**src/rtl/fpu_issue_ctrl_pkg.sv**
```systemverilog
// Shared FPU types, NaN constants and issue-controller state encoding.
// Imported by the issue controller and its bench.
package fpu_issue_ctrl_pkg;

  typedef logic [15:0] fp16_t;
  typedef logic [31:0] fp32_t;
  typedef logic [63:0] fp64_t;

  localparam fp16_t NAN16 = 16'h7E00;
  localparam fp32_t NAN32 = 32'h7FC0_0000;
  localparam fp64_t NAN64 = 64'h7FF8_0000_0000_0000;

  typedef enum logic [1:0] {
    FPU_ADD,
    FPU_SUB,
    FPU_MUL,
    FPU_DIV
  } fpuOp_t;

  typedef struct packed {
    logic n;
    logic z;
    logic c;
    logic v;
  } condCode_t;

  typedef struct packed {
    logic nv;
    logic dz;
    logic of;
    logic uf;
    logic nx;
  } statusFlag_t;

  typedef struct packed {
    logic lt;
    logic eq;
    logic gt;
    logic un;
  } fpuComp_t;

  typedef enum logic [2:0] {
    IDLE,
    EXEC,
    START,
    WAIT,
    RESP
  } issueState_t;

  localparam statusFlag_t TIMEOUT_FLAGS = '{
    nv: 1'b1,
    default: 1'b0
  };

  // Quiet NaN for a format, zero-extended to 64 bits.
  function automatic logic [63:0] nan_bits(input int w);
    case (w)
      64:      return NAN64;
      32:      return {32'b0, NAN32};
      default: return {48'b0, NAN16};
    endcase
  endfunction

endpackage

```
**src/rtl/fpu_issue_timeout.sv**
```systemverilog
// Wait-cycle counter: clear, count-enable, expired at LIMIT-1.
// Ports: clock, reset, clear, enable -> expired.
module fpu_issue_timeout #(
  parameter int LIMIT = 64,
  parameter int W     = $clog2(LIMIT) + 1
) (
  input  logic clock,
  input  logic reset,
  input  logic clear,
  input  logic enable,
  output logic expired
);

  localparam logic [W-1:0] LAST = W'(LIMIT - 1);

  logic [W-1:0] count;

  always_ff @(posedge clock) begin
    if (reset || clear) begin
      count <= '0;
    end else if (enable) begin
      count <= count + 1'b1;
    end
  end

  assign expired = (count == LAST);

endmodule

```
**src/rtl/fpu_issue_ctrl.sv**
```systemverilog
// Requester-side FPU driver: one op at a time, req/rsp handshakes.
// Ports: req channel, rsp channel, fpu operand/op/start, fpu results.
module fpu_issue_ctrl
  import fpu_issue_ctrl_pkg::*;
#(
  parameter type FP_T           = fp16_t,
  parameter int  TAG_W          = 4,
  parameter int  TIMEOUT_CYCLES = 64
) (
  input  logic             clock,
  input  logic             reset,
  input  logic             reqValid,
  output logic             reqReady,
  input  fpuOp_t           reqOp,
  input  FP_T              reqA,
  input  FP_T              reqB,
  input  logic [TAG_W-1:0] reqTag,
  output logic             rspValid,
  input  logic             rspReady,
  output FP_T              rspResult,
  output condCode_t        rspCondCodes,
  output statusFlag_t      rspStatusFlags,
  output fpuComp_t         rspComps,
  output logic [TAG_W-1:0] rspTag,
  output logic             rspTimeout,
  output FP_T              fpuIn1,
  output FP_T              fpuIn2,
  output fpuOp_t           op,
  output logic             start,
  input  FP_T              fpuOut,
  input  logic             mulDone,
  input  logic             divDone,
  input  condCode_t        condCodes,
  input  statusFlag_t      statusFlags,
  input  fpuComp_t         comps
);

  localparam int FW = $bits(FP_T);
  localparam logic [63:0] NAN_RAW = nan_bits(FW);
  localparam FP_T NAN_V = FP_T'(NAN_RAW[FW-1:0]);

  issueState_t state, state_nxt;
  logic accept, done, expired;
  logic cap_fpu, cap_to, cnt_clr, cnt_en;
  logic [TAG_W-1:0] tag;

  // Handshake outputs are gated so they read 0 while reset is held.
  assign reqReady = (state == IDLE) && !reset;
  assign rspValid = (state == RESP) && !reset;
  assign start    = (state == START) && !reset;
  assign accept   = reqValid && reqReady;
  assign rspTag   = tag;

  // Only the done that belongs to the issued op counts.
  assign done = (op == FPU_MUL && mulDone)
             || (op == FPU_DIV && divDone);

  fpu_issue_timeout #(
    .LIMIT (TIMEOUT_CYCLES)
  ) u_timeout (
    .clock   (clock),
    .reset   (reset),
    .clear   (cnt_clr),
    .enable  (cnt_en),
    .expired (expired)
  );

  always_ff @(posedge clock) begin
    if (reset) begin
      state <= IDLE;
    end else begin
      state <= state_nxt;
    end
  end

  always_comb begin
    state_nxt = state;
    cap_fpu   = 1'b0;
    cap_to    = 1'b0;
    cnt_clr   = 1'b0;
    cnt_en    = 1'b0;
    unique case (state)
      IDLE: begin
        if (accept) begin
          if (reqOp == FPU_MUL || reqOp == FPU_DIV) begin
            state_nxt = START;
          end else begin
            state_nxt = EXEC;
          end
        end
      end
      EXEC: begin
        cap_fpu   = 1'b1;
        state_nxt = RESP;
      end
      START: begin
        cnt_clr   = 1'b1;
        state_nxt = WAIT;
      end
      WAIT: begin
        cnt_en = 1'b1;
        if (done) begin
          cap_fpu   = 1'b1;
          state_nxt = RESP;
        end else if (expired) begin
          cap_to    = 1'b1;
          state_nxt = RESP;
        end
      end
      RESP: begin
        if (rspReady) begin
          state_nxt = IDLE;
        end
      end
      default: state_nxt = IDLE;
    endcase
  end

  always_ff @(posedge clock) begin
    if (reset) begin
      fpuIn1         <= '0;
      fpuIn2         <= '0;
      op             <= FPU_ADD;
      tag            <= '0;
      rspResult      <= '0;
      rspCondCodes   <= '0;
      rspStatusFlags <= '0;
      rspComps       <= '0;
      rspTimeout     <= 1'b0;
    end else begin
      if (accept) begin
        fpuIn1 <= reqA;
        fpuIn2 <= reqB;
        op     <= reqOp;
        tag    <= reqTag;
      end
      if (cap_fpu) begin
        rspResult      <= fpuOut;
        rspCondCodes   <= condCodes;
        rspStatusFlags <= statusFlags;
        rspComps       <= comps;
        rspTimeout     <= 1'b0;
      end else if (cap_to) begin
        rspResult      <= NAN_V;
        rspCondCodes   <= '0;
        rspStatusFlags <= TIMEOUT_FLAGS;
        rspComps       <= '0;
        rspTimeout     <= 1'b1;
      end
    end
  end

endmodule
```
**config.mk**
```make
export PLATFORM = sky130hd
export DESIGN_NAME = fpu_issue_ctrl
export DESIGN_NICKNAME = d
export VERILOG_FILES = /design/src/rtl/fpu_issue_ctrl_pkg.sv /design/src/rtl/fpu_issue_timeout.sv /design/src/rtl/fpu_issue_ctrl.sv
export SDC_FILE = /design/constraint.sdc
export NUM_CORES = 1
export LEC_CHECK = 0
export ABC_AREA = 1
export CORE_MARGIN = 1.5
export CORE_UTILIZATION = 60
export CTS_CLUSTER_SIZE = 12
export DETAILED_ROUTE_END_ITERATION = 6
export DONT_BUFFER_PORTS = 1
export GPL_TIMING_DRIVEN = 0
export PLACE_DENSITY = 0.84
export SETUP_SLACK_MARGIN = 0.15
export SLEW_MARGIN = 20
export SYNTH_ARGS = -nofsm -noshare
export SYNTH_HDL_FRONTEND = slang
export SYNTH_SLANG_ARGS = --single-unit
```
**constraint.sdc**
```tcl
create_clock -name clock -period 1.72 [get_ports clock]
set_input_delay 0.344 -clock clock [delete_from_list [all_inputs] [get_ports clock]]
set_output_delay 0.344 -clock clock [all_outputs]
set_load 0.1 [all_outputs]
```
==> impl_metrics.csv <==
group,metric,value,unit
final_layout,multi_input_area,1370,µm²
setup_path,rr_worst_depth,9,
sta,finalWorstSetupSlack,-0.0742,ns
run,drv_cap,0,
cts,clock_latency,0.36,ns
drt,routed_wl,8880,µm
synth,synth_area,3110,µm²
die,core_area,5040,µm²
placed_design,hpwl,5260,µm
cts,cts_sinks,78,
drt,vias,2966,
drt,ant_nets,0,
sta,final.min_clock_period,1.79,ns
synth,synthTopCellsByArea,"dfxtp_1, nand2_1, nand3_1",
final_layout,fin_util,0.778,
drt,dr_wl_met3,946,µm
placed_design,port_buffers,0,
synth,seq_area_frac_synth,0.502,
drt,first_iter_violations,203,
setup_path,crit_path_max_fanout,3,
sta,rsz0062_at_grt,"yes",
synth,synth_area_leader_cell,"dfxtp_1",
drt,routed_via_density,5.79,
sta,drv_slew,0,
grt,grt.overflow.total,0,
sta,fin_crit_sh,1.04,
setup_path,critPathKind,"reg -> out",
synth,ys_warn_count,0,
drt,top_layer,"met4",
grt,antenna_found_initial,0,
sta,clock_skew,0.00945,ns
setup_path,reg2reg_to,"fpuIn2[9]",
die,fp.dieH,75.0,µm
drt,drcViolationCount,0,
final_layout,num-fill-cells,328,
sta,hold_viol,0,
final_layout,n_antenna_cell,0,
die,die_area,5630,µm²
die,die_w,75.0,µm
setup_path,r2r_setup_slack,0.02,ns
grt,grt_pass1_vias,2630,
grt,grt_max_degree,14,
final_layout,final-seq-area,1660,µm²
drt,dr.pass1.iters,5,
cts,cts-root-buf,"clkbuf_8",
hold_path,hold_path_startpoint,"reqB[13]",
placed_design,preCtsSetupSlack,-0.0857,ns
final_layout,syn2layout_area_growth,26.1,%
setup_path,start_kind,"flop",
cts,clkTransAtPathRegs,0.08,ns
drt,wl_met1,3310,µm
synth,synth_area_per_cell,7.65,µm²
cts,htreeDepth,3,
status,violations,"setup timing",
die,rows,26,
hold_path,worst_hold_path.endpoint,"fpuIn2[13]",
sta,clock.fmax,557,MHz
synth,synth_cells,407,
setup_path,r2r-start,"state[0]",
die,io_pins,144,
power,powerDensity,2360,nW/µm²
final_layout,layout.nets,512,
power,vdd_drop_max,1.49,mV
synth,syn_nets,481,
final_layout,drive_gt1_frac,0.342,
setup_path,cp.arrival,1.45,ns
power,p_leak,0.00156,µW
sta,max_slew_margin,0.577,
synth,synth_cell_types,28,
cts,numCtsBuffers,9,
cts,clockBufferDepth,2,
synth,ys_ff_latch,78,
die,initial_utilization,0.617,
cts,cts_hold_buf,0,
sta,setup_viol,3,
grt,grt_pass1_wl,11700,µm
setup_path,crit_required,1.38,ns
synth,yosys.area.top_type_share,0.502,
placed_design,gp_congestion,0.805,
drt,wire_per_inst,17.3,µm
cts,cts_tree,"built",
hold_path,hold_class,"in -> reg",
hold_path,hold_depth,2,
status,run_status,"finished with violations",
drt,wl_met2,4410,µm
sta,worst_pin_slew,0.633,ns
setup_path,crit_path_end_kind,"output pin",
grt,grt_usage,0.277,
## cells in the final DEF, fill, tap and decap left out, drive strengths merged
| cell type | instances |
|---|---|
| nand3b | 8 |
| dfxtp | 78 |
| nand4 | 2 |
| nor4 | 1 |
| nor3 | 1 |
| nor2 | 14 |
| inv | 33 |
| a21oi | 28 |
| buf | 38 |
| bufinv | 2 |
| o21a | 1 |
| o31ai | 1 |
| o211ai | 3 |
| nand3 | 70 |
| clkbuf | 21 |
| nand2 | 100 |
| o21ai | 38 |
| or2 | 2 |
| ha | 1 |
## area by class of cell
cell class / instances / share of cell area
Buffer: 28 / 0.0548
Clock buffer: 11 / 0.0414
Clock inverter: 4 / 0.0191
Inverter: 31 / 0.0322
Multi-Input combinational cell: 270 / 0.350
Sequential cell: 78 / 0.424
Tap cell: 70 / 0.0223
Timing Repair Buffer: 20 / 0.0564
## report_power, final
group	switching (µW)	internal (µW)	total, µW
Clock	690	944	1630
Combinational	1300	911	2210
Sequential	3080	2330	5410
## critical path: stages (launching register included)
cell     delay [ns]
dfxtp_4        0.37
nor2_4         0.15
nand2_4        0.08
nor2_4         0.48
## routing by layer
| layer | track usage | vias up |
|---|---|---|
| met3 | 0.0991 | 25 |
| met4 | 0.145 | 0 |
| li1 | - | 1399 |
| met5 | 0 | - |
| met2 | 0.459 | 168 |
| met1 | 0.313 | 1374 |
## registers in the layout, summed over array words and instances, names as in the netlist
name,flops
rspCondCodes,4
rspResult,16
fpuIn2,16
op,2
rspComps,4
u_timeout.count,7
rspTag,4
state,3
rspTimeout,1
rspStatusFlags,5
fpuIn1,16
## Yosys cell counts
cell and instances:
nand2_1 99, dfxtp_1 78, nand3_1 69, o21ai_0 34
inv_1 29, a21oi_1 28, buf_2 12, nor2_1 11
clkbuf_1 8, nand3b_1 8, buf_4 5, o21ai_1 4
o211ai_1 3, inv_2 2, nand4_1 2, nor2_2 2
or2_0 2, buf_1 1, buf_6 1, clkbuf_2 1
ha_1 1, nand2_2 1, nand3_2 1, nor2_4 1
nor3_4 1, nor4_1 1, o21a_1 1, o31ai_1 1
## through the flow
stage / instance area (µm²) / TNS, ns / cells / hold slack, ns / power [µW]
finish: 3930 / -0.0927 / 512 / 0.0974 / 9260
detailed placement: 3270 / -0.902 / 478 / 0.464 / 6920
global route: 3930 / -0.273 / 512 / 0.0938 / 9560
floorplan: 3160 / -0.119 / 407 / 0.456 / 6540
global placement: 3240 / -0.680 / 477 / 0.459 / 6830
CTS: 3720 / -0.127 / 503 / 0.0972 / 8890
## cell families after synthesis
group                      count (synthesis)  share of synthesized area
AOI/OAI and AO/OA                         71                      0.118
adders and majority gates                  1                    0.00402
buffers and inverters                     59                     0.0848
DFF                                       78                      0.502
and+or+nand+nor                          198                      0.291
## what timing repair did
action	CTS	global route
pin swaps	4	3
gates cloned	0	5
endpoints found under the setup margin	114	52
setup buffers	10	4
gates resized for setup	86	50
## worst max-delay path by stage
stage / startpoint / to / slack, ns
CTS: state[0] / reqReady / -0.05
detailed placement: op[1] / rspCondCodes[3] / -0.09
global route: state[0] / reqReady / -0.11
finish: state[0] / reqReady / -0.07
global placement: reset / rspValid / -0.23
floorplan: state[2] / rspValid / -0.12
Power figures use the tool's default switching activity.
